===== config.mk =====
export PLATFORM = sky130hd
export DESIGN_NAME = radio_seq_ctrl_flat
export DESIGN_NICKNAME = d
export VERILOG_FILES = /design/src/rtl/radio_seq_pkg.sv /design/src/rtl/radio_seq_ctrl_if.sv /design/src/rtl/radio_seq_ctrl_seq_timer.sv /design/src/rtl/radio_seq_ctrl.sv /design/src/flat_wrapper.sv
export SDC_FILE = /design/constraint.sdc
export NUM_CORES = 1
export LEC_CHECK = 0
export CORE_MARGIN = 5
export CORE_UTILIZATION = 53
export DETAILED_ROUTE_END_ITERATION = 8
export PLACE_DENSITY = 0.8
export SKIP_LAST_GASP = 1
export SLEW_MARGIN = 20
export SYNTH_ARGS = -nofsm -noshare
export SYNTH_HDL_FRONTEND = slang
export SYNTH_SLANG_ARGS = --single-unit

===== constraint.sdc =====
create_clock -name ck -period 4 [get_ports ck]
set_input_delay 0.6 -clock ck [delete_from_list [all_inputs] [get_ports ck]]
set_output_delay 0.6 -clock ck [all_outputs]
set_load 0.03 [all_outputs]

===== src/rtl/radio_seq_pkg.sv =====
// rtl/radio_seq_pkg.sv - shared state encoding and default timing constants for the radio power sequencer
package radio_seq_pkg;

    localparam int DEFAULT_SETTLE_CYCLES = 16;
    localparam int DEFAULT_PLL_TIMEOUT   = 1024;

    typedef enum logic [2:0] {
        ST_OFF      = 3'd0,
        ST_PLL_WAIT = 3'd1,
        ST_ISO_REL  = 3'd2,
        ST_RADIO_ON = 3'd3,
        ST_RX_ON    = 3'd4,
        ST_SHUTDOWN = 3'd5
`ifdef RADIO_SEQ_TIMEOUT_EN
        ,
        ST_ERROR    = 3'd6
`endif
    } seq_state_t;

endpackage


===== src/rtl/radio_seq_ctrl_if.sv =====
// rtl/radio_seq_ctrl_if.sv - request/status bundle between the radio sequencer and its host
interface radio_seq_ctrl_if;

    logic       radioReq;
    logic       rxReq;
    logic       pllSettled;
    logic       pllEn;
    logic       isolate;
    logic       radioEnable;
    logic       radioRxEn;
    logic       seqErr;
    logic [2:0] seqState;

    modport master (
        output radioReq, rxReq, pllSettled,
        input  pllEn, isolate, radioEnable, radioRxEn, seqErr, seqState
    );

    modport slave (
        input  radioReq, rxReq, pllSettled,
        output pllEn, isolate, radioEnable, radioRxEn, seqErr, seqState
    );

endinterface


===== src/rtl/radio_seq_ctrl_seq_timer.sv =====
// rtl/radio_seq_ctrl_seq_timer.sv - loadable down-counter that stops at zero and flags done there
module seq_timer #(
    parameter int WIDTH = 8
) (
    input  logic             ck,
    input  logic             arst,
    input  logic             load,
    input  logic [WIDTH-1:0] load_val,
    input  logic             en,
    output logic             done
);

    logic [WIDTH-1:0] count;

    always_ff @(posedge ck or posedge arst) begin
        if (arst) begin
            count <= '0;
        end else if (load) begin
            count <= load_val;
        end else if (en && (count != '0)) begin
            count <= count - 1'b1;
        end
    end

    assign done = (count == '0);

endmodule


===== src/rtl/radio_seq_ctrl.sv =====
// rtl/radio_seq_ctrl.sv - radio power-up/down sequencer (PLL, isolation, enables)
// Optional PLL lock timeout and ERROR state: define RADIO_SEQ_TIMEOUT_EN.
module radio_seq_ctrl
    import radio_seq_pkg::*;
#(
    parameter int SETTLE_CYCLES = DEFAULT_SETTLE_CYCLES,
    parameter int PLL_TIMEOUT   = DEFAULT_PLL_TIMEOUT
) (
    input  logic             ck,
    input  logic             arst,
    radio_seq_ctrl_if.slave  bus
);

    localparam int SW = $clog2(SETTLE_CYCLES + 1);
    localparam logic [SW-1:0] SETTLE_LOAD = SW'(SETTLE_CYCLES - 1);

    // An illegal parameter set leaves this marker scope in the elaborated hierarchy.
    if (SETTLE_CYCLES < 1 || SETTLE_CYCLES > 255 ||
        PLL_TIMEOUT < 2 || PLL_TIMEOUT > 65535) begin : g_param_out_of_range
    end

    seq_state_t state;
    seq_state_t next_state;
    logic       set_err;
    logic       settle_done;
    logic       nx_pll_en;
    logic       nx_isolate;
    logic       nx_radio_en;
    logic       nx_rx_en;

    // Counts load on the cycle the FSM enters the timed state, so the first
    // cycle spent in that state already sees the full count.
    seq_timer #(.WIDTH(SW)) u_settle (
        .ck       (ck),
        .arst     (arst),
        .load     ((next_state == ST_ISO_REL) && (state != ST_ISO_REL)),
        .load_val (SETTLE_LOAD),
        .en       (state == ST_ISO_REL),
        .done     (settle_done)
    );

`ifdef RADIO_SEQ_TIMEOUT_EN
    logic timeout_done;

    seq_timer #(.WIDTH(16)) u_timeout (
        .ck       (ck),
        .arst     (arst),
        .load     ((next_state == ST_PLL_WAIT) && (state != ST_PLL_WAIT)),
        .load_val (16'(PLL_TIMEOUT - 1)),
        .en       (state == ST_PLL_WAIT),
        .done     (timeout_done)
    );
`endif

    always_comb begin
        next_state = state;
        set_err    = 1'b0;
        case (state)
            ST_OFF: begin
                if (bus.radioReq) next_state = ST_PLL_WAIT;
            end
            ST_PLL_WAIT: begin
                if (!bus.radioReq)        next_state = ST_SHUTDOWN;
                else if (bus.pllSettled)  next_state = ST_ISO_REL;
`ifdef RADIO_SEQ_TIMEOUT_EN
                else if (timeout_done) begin
                    next_state = ST_ERROR;
                    set_err    = 1'b1;
                end
`endif
            end
            ST_ISO_REL, ST_RADIO_ON, ST_RX_ON: begin
                // Losing lock is an error even when the request drops in the same cycle.
                set_err = !bus.pllSettled;
                if (!bus.radioReq || !bus.pllSettled) begin
                    next_state = ST_SHUTDOWN;
                end else if (state == ST_ISO_REL) begin
                    if (settle_done) next_state = ST_RADIO_ON;
                end else if (state == ST_RADIO_ON) begin
                    if (bus.rxReq) next_state = ST_RX_ON;
                end else begin
                    if (!bus.rxReq) next_state = ST_RADIO_ON;
                end
            end
            ST_SHUTDOWN: begin
                next_state = ST_OFF;
            end
`ifdef RADIO_SEQ_TIMEOUT_EN
            ST_ERROR: begin
                if (!bus.radioReq) next_state = ST_OFF;
            end
`endif
            default: begin
                next_state = ST_OFF;
            end
        endcase
    end

    // Outputs are registered from the decode of the state being entered.
    always_comb begin
        nx_pll_en   = 1'b0;
        nx_isolate  = 1'b1;
        nx_radio_en = 1'b0;
        nx_rx_en    = 1'b0;
        case (next_state)
            ST_PLL_WAIT, ST_SHUTDOWN: begin
                nx_pll_en = 1'b1;
            end
            ST_ISO_REL: begin
                nx_pll_en  = 1'b1;
                nx_isolate = 1'b0;
            end
            ST_RADIO_ON: begin
                nx_pll_en   = 1'b1;
                nx_isolate  = 1'b0;
                nx_radio_en = 1'b1;
            end
            ST_RX_ON: begin
                nx_pll_en   = 1'b1;
                nx_isolate  = 1'b0;
                nx_radio_en = 1'b1;
                nx_rx_en    = 1'b1;
            end
            default: begin
                nx_pll_en = 1'b0;
            end
        endcase
    end

    always_ff @(posedge ck or posedge arst) begin
        if (arst) begin
            state           <= ST_OFF;
            bus.pllEn       <= 1'b0;
            bus.isolate     <= 1'b1;
            bus.radioEnable <= 1'b0;
            bus.radioRxEn   <= 1'b0;
            bus.seqErr      <= 1'b0;
        end else begin
            state           <= next_state;
            bus.pllEn       <= nx_pll_en;
            bus.isolate     <= nx_isolate;
            bus.radioEnable <= nx_radio_en;
            bus.radioRxEn   <= nx_rx_en;
            if (set_err) begin
                bus.seqErr <= 1'b1;
            end else if ((state == ST_OFF) && !bus.radioReq) begin
                bus.seqErr <= 1'b0;
            end
        end
    end

    assign bus.seqState = state;

endmodule

===== src/flat_wrapper.sv =====
// flat-port wrapper written by rule: the top's interface ports become plain ports
module radio_seq_ctrl_flat import radio_seq_pkg::*;
#(
    parameter int SETTLE_CYCLES = DEFAULT_SETTLE_CYCLES,
    parameter int PLL_TIMEOUT   = DEFAULT_PLL_TIMEOUT
)
  (ck, arst, bus_radioReq, bus_rxReq, bus_pllSettled, bus_pllEn, bus_isolate, bus_radioEnable, bus_radioRxEn, bus_seqErr, bus_seqState);
  radio_seq_ctrl_if bus_i ();
  input  logic ck;
  input  logic arst;
  input wire logic [$bits(bus_i.radioReq)-1:0] bus_radioReq;
  input wire logic [$bits(bus_i.rxReq)-1:0] bus_rxReq;
  input wire logic [$bits(bus_i.pllSettled)-1:0] bus_pllSettled;
  output wire logic [$bits(bus_i.pllEn)-1:0] bus_pllEn;
  output wire logic [$bits(bus_i.isolate)-1:0] bus_isolate;
  output wire logic [$bits(bus_i.radioEnable)-1:0] bus_radioEnable;
  output wire logic [$bits(bus_i.radioRxEn)-1:0] bus_radioRxEn;
  output wire logic [$bits(bus_i.seqErr)-1:0] bus_seqErr;
  output wire logic [$bits(bus_i.seqState)-1:0] bus_seqState;
  assign bus_i.radioReq = bus_radioReq;
  assign bus_i.rxReq = bus_rxReq;
  assign bus_i.pllSettled = bus_pllSettled;
  assign bus_pllEn = bus_i.pllEn;
  assign bus_isolate = bus_i.isolate;
  assign bus_radioEnable = bus_i.radioEnable;
  assign bus_radioRxEn = bus_i.radioRxEn;
  assign bus_seqErr = bus_i.seqErr;
  assign bus_seqState = bus_i.seqState;
  radio_seq_ctrl #(.SETTLE_CYCLES(SETTLE_CYCLES), .PLL_TIMEOUT(PLL_TIMEOUT)) u_core (.ck(ck), .arst(arst), .bus(bus_i));
endmodule

==> run_summary.xml <==
<?xml version="1.0" encoding="UTF-8"?>
<metrics>
  <group name="timing">
    <metric name="fmax" unit="GHz">0.450</metric>
    <metric name="rsz_0062_raised_after_global_routing" unit="">no</metric>
    <metric name="timing.final.setup_violations" unit="">0</metric>
    <metric name="post-route-period-util" unit="%">55.6</metric>
    <metric name="fin_skew" unit="ns">0.00209</metric>
    <metric name="finalSetupTns" unit="ns">0</metric>
    <metric name="worst_slew_margin_rel" unit="%">66.5</metric>
    <metric name="drv_slew" unit="">0</metric>
    <metric name="finalHoldViolations" unit="">0</metric>
    <metric name="final_period_minus_worst_setup_slack" unit="ns">2.22</metric>
    <metric name="worst_margin_slew" unit="ns">0.496</metric>
  </group>
  <group name="pwr">
    <metric name="seq_power_share" unit="%">38.2</metric>
    <metric name="power-per-cell-area" unit="mW/mm^2">685</metric>
    <metric name="p_sw_share" unit="%">42.4</metric>
    <metric name="total_switching_power" unit="mW">0.256</metric>
    <metric name="combPwrFrac" unit="%">49.6</metric>
    <metric name="clockPowerShare" unit="%">12.2</metric>
    <metric name="design_power_total" unit="mW">0.605</metric>
    <metric name="p_leak" unit="nW">0.377</metric>
    <metric name="irDropWorstVdd" unit="mV">0.490</metric>
    <metric name="power.internal" unit="mW">0.348</metric>
  </group>
  <group name="worst_setup_path">
    <metric name="path_depth" unit="">1</metric>
    <metric name="crit_type" unit="">flop to output pin</metric>
    <metric name="critical-path-max-stage-delay" unit="ns">0.75</metric>
    <metric name="path_delay_family" unit="">buffers and inverters</metric>
    <metric name="crit_required" unit="ns">3.40</metric>
    <metric name="cp-end-kind" unit="">output pin</metric>
    <metric name="critical_path.startpoint_type" unit="">flop</metric>
    <metric name="crit_chain" unit="">clkdlybuf4s50_1</metric>
    <metric name="crit_slowest_cell" unit="">sky130_fd_sc_hd__clkdlybuf4s50_1</metric>
    <metric name="reg2reg_depth" unit="">6</metric>
    <metric name="worst-endpoint-arrival" unit="ns">1.62</metric>
    <metric name="total_buffers_and_inverters_traversed_by_the_critical_path" unit="">1</metric>
    <metric name="worst-path-max-fanout" unit="">15</metric>
  </group>
  <group name="drt">
    <metric name="route.detailed.drc" unit="">0</metric>
    <metric name="via_count" unit="">572</metric>
    <metric name="drt-pass1-iter-count" unit="">4</metric>
    <metric name="routed_wl" unit="mm">1.40</metric>
    <metric name="via_per_inst" unit="">5.72</metric>
    <metric name="ant_nets" unit="">0</metric>
    <metric name="detail_route.wl_per_cell" unit="um">14.0</metric>
    <metric name="drt_iter0_drc" unit="">15</metric>
  </group>
  <group name="hold_path">
    <metric name="hold-path-cell-count" unit="">1</metric>
    <metric name="hold_path.class" unit="">flop to flop</metric>
  </group>
  <group name="floorplan">
    <metric name="dieWidth" unit="um">47.2</metric>
    <metric name="die_area" unit="sq mm">0.00222</metric>
    <metric name="initial_utilization" unit="%">56.3</metric>
    <metric name="core-area" unit="sq mm">0.00130</metric>
    <metric name="rows" unit="">13</metric>
    <metric name="die_height" unit="um">47.2</metric>
    <metric name="design.portCount" unit="">13</metric>
  </group>
  <group name="layout">
    <metric name="most_frequent_cells_in_the_layout" unit="">12 x sky130_fd_sc_hd__clkdlybuf4s50_1, 12 x sky130_fd_sc_hd__dfrtp_1, 7 x sky130_fd_sc_hd__inv_1</metric>
    <metric name="antennaDiodeCount" unit="">0</metric>
    <metric name="drive_gt1_share" unit="%">11.8</metric>
    <metric name="num-fill-cells" unit="">112</metric>
    <metric name="design.final.nets" unit="">93</metric>
    <metric name="fin_cells" unit="">100</metric>
    <metric name="layout-area-overhead-vs-synth" unit="%">20.5</metric>
  </group>
  <group name="logic_synthesis">
    <metric name="synth_top_cell_by_area" unit="">sky130_fd_sc_hd__dfrtp_1</metric>
    <metric name="synth-seq-cells" unit="">13</metric>
    <metric name="synth_adder_area_share" unit="%">3.42</metric>
    <metric name="ys_async_sr_fraction" unit="%">100</metric>
    <metric name="synth_ff_type" unit="">sky130_fd_sc_hd__dfrtp_1</metric>
    <metric name="yosys.area_share.simple" unit="%">17.4</metric>
    <metric name="synthesis.yosys.warnings" unit="">0</metric>
    <metric name="netlist_top_cells_area" unit="">sky130_fd_sc_hd__dfrtp_1 41%, sky130_fd_sc_hd__o21ai_0 4.1%, sky130_fd_sc_hd__dfstp_2 3.6%</metric>
    <metric name="postSynthAreaPerCell" unit="sq um">10.2</metric>
    <metric name="synth-compound-area-share" unit="%">22.1</metric>
    <metric name="netlist.area_leader.share" unit="%">41.0</metric>
    <metric name="synth_area" unit="sq um">732</metric>
    <metric name="muxShareOfSynthArea" unit="%">2.05</metric>
    <metric name="post_synth_inst_count" unit="">72</metric>
    <metric name="synthXorXnorAreaFrac" unit="%">4.79</metric>
    <metric name="synth_cell_types" unit="">34</metric>
    <metric name="synth_top_family_by_area" unit="">compound AO/OA/AOI/OAI gates</metric>
    <metric name="mappedNetlistNets" unit="">79</metric>
    <metric name="register_area_share_after_synthesis" unit="%">44.6</metric>
    <metric name="count_of_flip_flops_with_a_built_in_enable_after_synthesis" unit="">0</metric>
  </group>
  <group name="clocking">
    <metric name="cts-root-to-sink-buffers" unit="">2</metric>
    <metric name="cts_hold_buf" unit="">0</metric>
    <metric name="cts_repair_resize_count" unit="">0</metric>
    <metric name="number_of_cts_inserted_buffers" unit="">3</metric>
    <metric name="clk-insertion-delay-late" unit="ns">0.26</metric>
    <metric name="cts-htree-levels" unit="">1</metric>
    <metric name="cts_tree" unit="">built</metric>
    <metric name="cts.root.buffer_cell" unit="">sky130_fd_sc_hd__clkbuf_4</metric>
    <metric name="clkSlewWorstSetupHoldPaths" unit="ns">0.07</metric>
    <metric name="cts.repair_timing.setup_buffer_count" unit="">0</metric>
    <metric name="clock_sinks" unit="">13</metric>
  </group>
  <group name="grt">
    <metric name="gr-usage-all-layers" unit="%">15.9</metric>
    <metric name="global_route.overflow_total" unit="">0</metric>
    <metric name="maximum_number_of_pins_on_one_net_before_global_route_repair" unit="">16</metric>
    <metric name="vias_in_the_first_global_route" unit="">542</metric>
    <metric name="antenna_violations_before_repair" unit="">0</metric>
    <metric name="grt_first_pass_wirelength" unit="mm">2.39</metric>
  </group>
  <group name="place">
    <metric name="gp_congestion" unit="">0.736</metric>
    <metric name="post-place-cells" unit="">96</metric>
    <metric name="io_buffer_count" unit="">12</metric>
    <metric name="dp_hpwl" unit="mm">1.06</metric>
  </group>
  <group name="job">
    <metric name="count_of_maximum_capacitance_violations" unit="">0</metric>
  </group>
  <group name="run_status">
    <metric name="status" unit="">finished clean</metric>
  </group>
</metrics>
## sequential cells by signal, indices dropped and copies added (netlist names)
signal and count:
u_core.bus.radioEnable 1, u_core.u_settle.count 5, u_core.bus.isolate 1, u_core.bus.pllEn 1, u_core.bus.seqState 3, u_core.bus.radioRxEn 1
u_core.bus.seqErr 1
## cells in the mapped netlist, types with 2 or more instances
master                     instances
sky130_fd_sc_hd__nand2_1           3
sky130_fd_sc_hd__o21bai_1          2
sky130_fd_sc_hd__nor3_1            2
sky130_fd_sc_hd__or3_1             2
sky130_fd_sc_hd__nor4_1            2
sky130_fd_sc_hd__xor2_1            2
sky130_fd_sc_hd__ha_1              2
sky130_fd_sc_hd__buf_2             3
sky130_fd_sc_hd__inv_1             7
sky130_fd_sc_hd__a21oi_1           3
sky130_fd_sc_hd__a31oi_1           2
sky130_fd_sc_hd__xnor2_1           2
sky130_fd_sc_hd__nand3_1           3
sky130_fd_sc_hd__dfrtp_1          12
sky130_fd_sc_hd__o21ai_0           6
## per-layer routing
| layer | vias up | global-route usage [%] | wire [um] |
|---|---|---|---|
| met5 | - | 0 | 0 |
| met4 | 0 | 9.94 | 8 |
| met3 | 2 | 1.53 | 52 |
| met2 | 11 | 23.6 | 649 |
| met1 | 267 | 22.1 | 688 |
| li1 | 292 | - | - |
## cell type report
| cell class | count | area (sq um) | share of cell area [%] |
|---|---|---|---|
| clock buffers | 4 | 26.3 | 2.98 |
| repair buffers | 12 | 120 | 13.6 |
| flip-flops and latches | 13 | 327 | 37.0 |
| well taps | 15 | 18.8 | 2.13 |
| inverters | 7 | 26.3 | 2.98 |
| multi-input cells | 49 | 364 | 41.3 |
## final timing paths
check,from,to,slack [ns]
max,u_core.bus.seqState[0],bus_seqState[0],1.78
min,u_core.bus.seqErr,u_core.bus.seqErr,0.52
min reg2reg,u_core.bus.seqErr,u_core.bus.seqErr,0.52
max reg2reg,u_core.u_settle.count[0],u_core.bus.radioEnable,2.02
max in group asynchronous,arst,u_core.bus.isolate,3.01
min in group asynchronous,arst,u_core.bus.radioEnable,0.65
## cell families after synthesis
group,after synthesis
AO/OA/AOI/OAI,22
XOR/XNOR,4
flip-flops,13
AND/OR/NAND/NOR,20
buffers and inverters,10
multiplexers,1
adder cells (fa/ha/maj),2
## power by group through the flow
stage,clock (mW),sequential [mW],combinational (mW)
6_report,0.0737,0.231,0.300
5_1_grt,0.0850,0.240,0.327
4_1_cts,0.0786,0.231,0.302
3_5_place_dp,0,0.234,0.301
3_3_place_gp,0,0.231,0.296
2_1_floorplan,0,0.264,0.173
## stage by stage
stage / hold WS [ns] / cell area, sq um / setup slack [ns] / util (%)
finish: 0.520 / 882 / 1.78 / 67.8
global route: 0.555 / 882 / 1.69 / 67.8
CTS: 0.524 / 882 / 1.77 / 67.8
detailed placement: 0.505 / 856 / 1.69 / 65.8
global placement: 0.496 / 856 / 1.70 / 65.8
floorplan: 0.476 / 732 / 2.13 / -
## worst register-to-register path, delay by kind of cell (launching register included)
kind	cells	cell delay, ns
simple gates	1	0.49
fa+ha+maj	1	0.15
mux	1	0.33
flops	1	0.38
buf+inv	1	0.11
compound gates	2	0.41
No activity file was read; power rests on OpenSTA's default activity.
